===== config.mk =====
export PLATFORM = sky130hd
export DESIGN_NAME = switch_allocator
export DESIGN_NICKNAME = d
export VERILOG_FILES = /design/src/rtl/switch_allocator_pkg.sv /design/src/rtl/switch_allocator_arb.sv /design/src/rtl/switch_allocator.sv
export SDC_FILE = /design/constraint.sdc
export NUM_CORES = 1
export LEC_CHECK = 0
export ABC_CLOCK_PERIOD_IN_PS = 2100
export BUFFER_PORTS_ARGS = -buffer_cell sky130_fd_sc_hd__buf_2
export CORE_MARGIN = 2
export CORE_UTILIZATION = 45
export DETAILED_ROUTE_END_ITERATION = 10
export PLACE_DENSITY = 0.79
export SLEW_MARGIN = 20
export SYNTH_ARGS = -nofsm -noshare
export SYNTH_HDL_FRONTEND = slang
export SYNTH_HIERARCHICAL = 1
export SYNTH_SLANG_ARGS = --single-unit
export TNS_END_PERCENT = 30

===== constraint.sdc =====
create_clock -name clk -period 2.1 [get_ports clk]
set_clock_uncertainty 0.15 [all_clocks]
set_input_delay 0.42 -clock clk [delete_from_list [all_inputs] [get_ports clk]]
set_output_delay 0.42 -clock clk [all_outputs]
set_load 0.01 [all_outputs]

===== src/rtl/switch_allocator_pkg.sv =====
// Shared constants, direction names, FSM encodings and helpers for the switch allocator.
package switch_allocator_pkg;

  localparam int NUM_PORTS = 4;
  localparam int FLIT_W    = 6;
  localparam int ROUTE_W   = 2;

  localparam logic [ROUTE_W-1:0] DIR_N = 2'd0;
  localparam logic [ROUTE_W-1:0] DIR_E = 2'd1;
  localparam logic [ROUTE_W-1:0] DIR_S = 2'd2;
  localparam logic [ROUTE_W-1:0] DIR_W = 2'd3;

  localparam logic [0:0] IDLE = 1'b0;
  localparam logic [0:0] BUSY = 1'b1;

  // The route field sits in the top bits of every modified header flit.
  function automatic logic [ROUTE_W-1:0] flit_route(input logic [FLIT_W-1:0] flit);
    return flit[FLIT_W-1 -: ROUTE_W];
  endfunction

endpackage


===== src/rtl/switch_allocator_arb.sv =====
// Combinational 4-way round-robin arbiter; the search starts at ptr and wraps.
module rr_arbiter_4
  import switch_allocator_pkg::*;
(
  input  logic [NUM_PORTS-1:0] req,
  input  logic [ROUTE_W-1:0]   ptr,
  output logic                 gnt_valid,
  output logic [ROUTE_W-1:0]   gnt_idx
);

  logic [ROUTE_W-1:0] cand;

  // Walk the requesters from ptr upward and take the first one that asks.
  always_comb begin
    gnt_valid = 1'b0;
    gnt_idx   = '0;
    cand      = '0;
    for (int k = 0; k < NUM_PORTS; k++) begin
      cand = ptr + ROUTE_W'(k);
      if (!gnt_valid && req[cand]) begin
        gnt_valid = 1'b1;
        gnt_idx   = cand;
      end
    end
  end

endmodule


===== src/rtl/switch_allocator.sv =====
// Per-output packet arbiter and crossbar: one IDLE/BUSY FSM per output, grants held head to tail.
module switch_allocator
  import switch_allocator_pkg::*;
(
  input  logic                          clk,
  input  logic                          rst_n,
  input  logic [NUM_PORTS-1:0]          in_valid,
  input  logic [NUM_PORTS*FLIT_W-1:0]   in_flit,
  input  logic [NUM_PORTS-1:0]          in_tail,
  output logic [NUM_PORTS-1:0]          in_ready,
  output logic [NUM_PORTS-1:0]          out_valid,
  output logic [NUM_PORTS*FLIT_W-1:0]   out_flit,
  output logic [NUM_PORTS-1:0]          out_tail,
  input  logic [NUM_PORTS-1:0]          out_ready,
  output logic [NUM_PORTS*ROUTE_W-1:0]  out_owner,
  output logic [NUM_PORTS-1:0]          out_busy
);

  logic [0:0]           state_q [NUM_PORTS];
  logic [0:0]           state_d [NUM_PORTS];
  logic [ROUTE_W-1:0]   owner_q [NUM_PORTS];
  logic [ROUTE_W-1:0]   owner_d [NUM_PORTS];
  logic [ROUTE_W-1:0]   ptr_q   [NUM_PORTS];
  logic [ROUTE_W-1:0]   ptr_d   [NUM_PORTS];

  logic [NUM_PORTS-1:0] locked;
  logic [NUM_PORTS-1:0] req     [NUM_PORTS];
  logic [NUM_PORTS-1:0] gnt_valid;
  logic [ROUTE_W-1:0]   gnt_idx [NUM_PORTS];

  // An input is locked while it owns any busy output; its later flits must not start a new grant.
  always_comb begin
    locked = '0;
    for (int o = 0; o < NUM_PORTS; o++) begin
      if (state_q[o] == BUSY) locked[owner_q[o]] = 1'b1;
    end
  end

  // Build each output's request vector from valid, unlocked inputs whose route targets it.
  always_comb begin
    for (int o = 0; o < NUM_PORTS; o++) begin
      req[o] = '0;
      for (int i = 0; i < NUM_PORTS; i++) begin
        req[o][i] = in_valid[i] && !locked[i] &&
                    (flit_route(in_flit[i*FLIT_W +: FLIT_W]) == ROUTE_W'(o));
      end
    end
  end

  for (genvar g = 0; g < NUM_PORTS; g++) begin : g_arb
    rr_arbiter_4 u_arb (
      .req       (req[g]),
      .ptr       (ptr_q[g]),
      .gnt_valid (gnt_valid[g]),
      .gnt_idx   (gnt_idx[g])
    );
  end

  // Crossbar: a busy output mirrors its owner's flit and hands its ready back to that owner.
  always_comb begin
    out_valid = '0;
    out_flit  = '0;
    out_tail  = '0;
    in_ready  = '0;
    out_owner = '0;
    out_busy  = '0;
    for (int o = 0; o < NUM_PORTS; o++) begin
      out_owner[o*ROUTE_W +: ROUTE_W] = owner_q[o];
      if (state_q[o] == BUSY) begin
        out_busy[o]                   = 1'b1;
        out_valid[o]                  = in_valid[owner_q[o]];
        out_tail[o]                   = in_tail[owner_q[o]];
        out_flit[o*FLIT_W +: FLIT_W]  = in_flit[int'(owner_q[o])*FLIT_W +: FLIT_W];
        in_ready[owner_q[o]]          = out_ready[o];
      end
    end
  end

  // Grant on an idle cycle; release after the tail transfers and rotate priority past the owner.
  always_comb begin
    for (int o = 0; o < NUM_PORTS; o++) begin
      state_d[o] = state_q[o];
      owner_d[o] = owner_q[o];
      ptr_d[o]   = ptr_q[o];
      if (state_q[o] == IDLE) begin
        if (gnt_valid[o]) begin
          state_d[o] = BUSY;
          owner_d[o] = gnt_idx[o];
        end
      end else if (out_valid[o] && out_ready[o] && out_tail[o]) begin
        state_d[o] = IDLE;
        ptr_d[o]   = owner_q[o] + ROUTE_W'(1);
      end
    end
  end

  // State registers; reset discards any packet in flight.
  always_ff @(posedge clk or negedge rst_n) begin
    if (!rst_n) begin
      for (int o = 0; o < NUM_PORTS; o++) begin
        state_q[o] <= IDLE;
        owner_q[o] <= '0;
        ptr_q[o]   <= '0;
      end
    end else begin
      for (int o = 0; o < NUM_PORTS; o++) begin
        state_q[o] <= state_d[o];
        owner_q[o] <= owner_d[o];
        ptr_q[o]   <= ptr_d[o];
      end
    end
  end

endmodule


==> run metrics <==
outcome finished, violations left; violated checks negative setup slack; synth unique cells 36; Yosys top cell area share about a fifth; syn nets 360; share of cells above drive strength 1 a little under three fifths; Worst Slack Setup Final -0.3411 ns; GP Congestion between 1 and 1.5; HP Class flop to flop; CTS tree done; Routed Antenna Nets 0; Cell Area, Placed ~0.0040 mm^2; critical path required time around 1.5 ns; Async S/R FF share, synth 100.0%; Pins Over Slew Limit 0; final setup TNS -9.144 ns; CP top delay family compound AO/OA/AOI/OAI gates; average cell area after synthesis about 9.4 um^2; CP most frequent cell buf_6; routed via count 3,228; peak supply drop about 0.92 mV; largest net degree at the start of global routing 21; Syn. warnings 6; Crit. End Element output pin; Die Area approximately 0.0070 mm^2; Crit path arrival time between 1.5 and 2 ns; vias in the first global route ~3.2k; f_max 409.7 MHz; max_slew headroom around 64%; total track usage 27.61%; final core utilization between 60 and 70%; final setup vio count 45; fin crit period 2.441 ns; slowest cell on the critical path dfrtp_2; final WL a little over 10,000 um; area grow syn2layout 50.54%; Seq/Total Area, Yosys about 17%; die height around 84 um; Crit path buffers/inverters 4; Longest Clk Path Bufs 2; Synth Register Bits 20; Reg clk slew, reported paths 0.08 ns; fin area between 0.004 and 0.005 mm^2; Via density ~5.9; Final period util 116.2%; final-report hold violation count 0; Max FO, Critical Path 5; Worst-Margin Slew 0.5373 ns; I/O Buffers 85; crit path cell chain inv_8 > buf_12 > ha_4 > buf_6 > a32oi_1 > a222oi_1 > a31o_2 > buf_6; Synth area leaders mux4_1 19%, dfrtp_1 17%, ha_1 7.0%; Initial Util between 40 and 50%; Initial DRC Count about 180; total iterations of the first detailed-routing run 5; Leak Pwr 0.001979 uW; Row Count 29; post-DP HPWL 7769 um; PD cells approximately 1400 mW/mm^2; fin cells 544; first-pass GRT wire length ~16,000 um; CP Launch Type flop; Cells after Synth just over 300; largest area contributor in the netlist mux4_1; Routed WL per cell 18.92 um; I/O pins between 80 and 90; Min Hold Slack between 0.4 and 0.5 ns; nets 522; CTS Sinks 20; core area 0.006277 mm^2; EDFF count, synth 0; # diodes 0; worst skew pair latency around 0.27 ns; RSZ-0062 raised after global routing yes; # H-tree levels 1; initial antenna violation count 0; Die W 83.92 um; grt total ovfl 0; maxcap violations 0; CTS Root Cell clkbuf_8; Top FF cell, synth dfrtp_1; CTS Buf Count 3; slowest stage delay, CP 0.49 ns; Commonest cells post-synth 28 x inv_1, 28 x nand2_1, 24 x and2_1; Placed Cells about 530; Residual DRC 0; worst setup path category flop to output pin; cell area after synthesis ~0.0029 mm^2
## where the power goes
part	switching [uW]	internal [uW]	total (uW)
clock	141	136	277
sequential	314	561	874
combinational	2160	2600	4770
total	2620	3300	5920
## state kept, by name, summed over array words and instances, names as in the netlist
register and cells:
out_owner 8, ptr_q 8, state_q 4
## cell type report
type / count / area, um^2
Fill cell: 464 / 1951
Multi-Input combinational cell: 238 / 2357
Sequential cell: 20 / 510.5
Inverter: 32 / 130.1
Tap cell: 77 / 96.34
Timing Repair Buffer: 173 / 1187
Clock buffer: 4 / 45.04
## layer usage
metal	track usage, %	share of wire (%)	up-vias
li1	-	-	1476
met1	33.46	38	1550
met2	49.45	51	166
met3	4.847	7.8	36
met4	8.944	3.4	0
met5	0	0	-
## cells by family after synthesis
| group | count (synthesis) | synth area share [%] |
|---|---|---|
| flops | 20 | 17.41 |
| fa+ha+maj | 16 | 6.966 |
| simple gates | 106 | 19.85 |
| compound gates | 68 | 17.59 |
| buf+inv | 48 | 7.749 |
| mux | 48 | 30.43 |
## cell usage in the layout, fill, tap and decap left out, types with 4 or more instances in the layout
cell type	synthesis	layout
o211a_1	4	4
a32oi_1	4	4
dfrtp_1	20	12
dfrtp_2	0	8
nand2b_1	8	8
ha_1	16	7
o21a_1	4	4
nor2b_4	0	4
nor3b_2	0	6
mux2i_1	12	10
mux4_2	3	10
buf_6	4	11
nor2_1	9	6
o21ai_0	12	9
buf_2	7	80
a221o_1	4	4
inv_2	4	8
mux4_1	21	14
nand4_1	8	8
and2_1	24	22
ha_4	0	5
and3_1	8	7
buf_4	1	77
mux2_1	6	6
inv_1	28	22
a21oi_1	17	16
nand2_1	28	26
o22ai_2	4	4
o21ai_2	4	4
ha_2	0	4
## per-stage QoR
stage / power [uW] / setup slack (ns)
finish: 5918 / -0.3411
CTS: 5558 / -0.2869
detailed placement: 4999 / -0.2244
floorplan: 3241 / -0.02896
global placement: 4879 / -0.1612
global route: 6275 / -0.4608
## path summary, 6_finish.rpt
kind	slack, ns	startpoint	depth (start not counted)	end
min in group asynchronous	0.50	rst_n	2	ptr_q[4]
max in group asynchronous	0.90	rst_n	2	state_q[1]
worst min-delay path	0.44	ptr_q[6]	1	ptr_q[6]
worst min register to register	0.44	ptr_q[6]	1	ptr_q[6]
worst max register to register	-0.34	out_owner[4]	12	out_owner[4]
worst max-delay path	-0.34	out_owner[4]	8	in_ready[2]
## timing repair
item,in CTS,in global routing
resized for setup,33,23
endpoints found under the hold margin,20,0
setup buffers,7,7
hold buffers,1,0
gates cloned,0,0
setup endpoints to repair,46,48
pin swaps,14,6
Note: power is estimated with default switching activity, not from simulation.
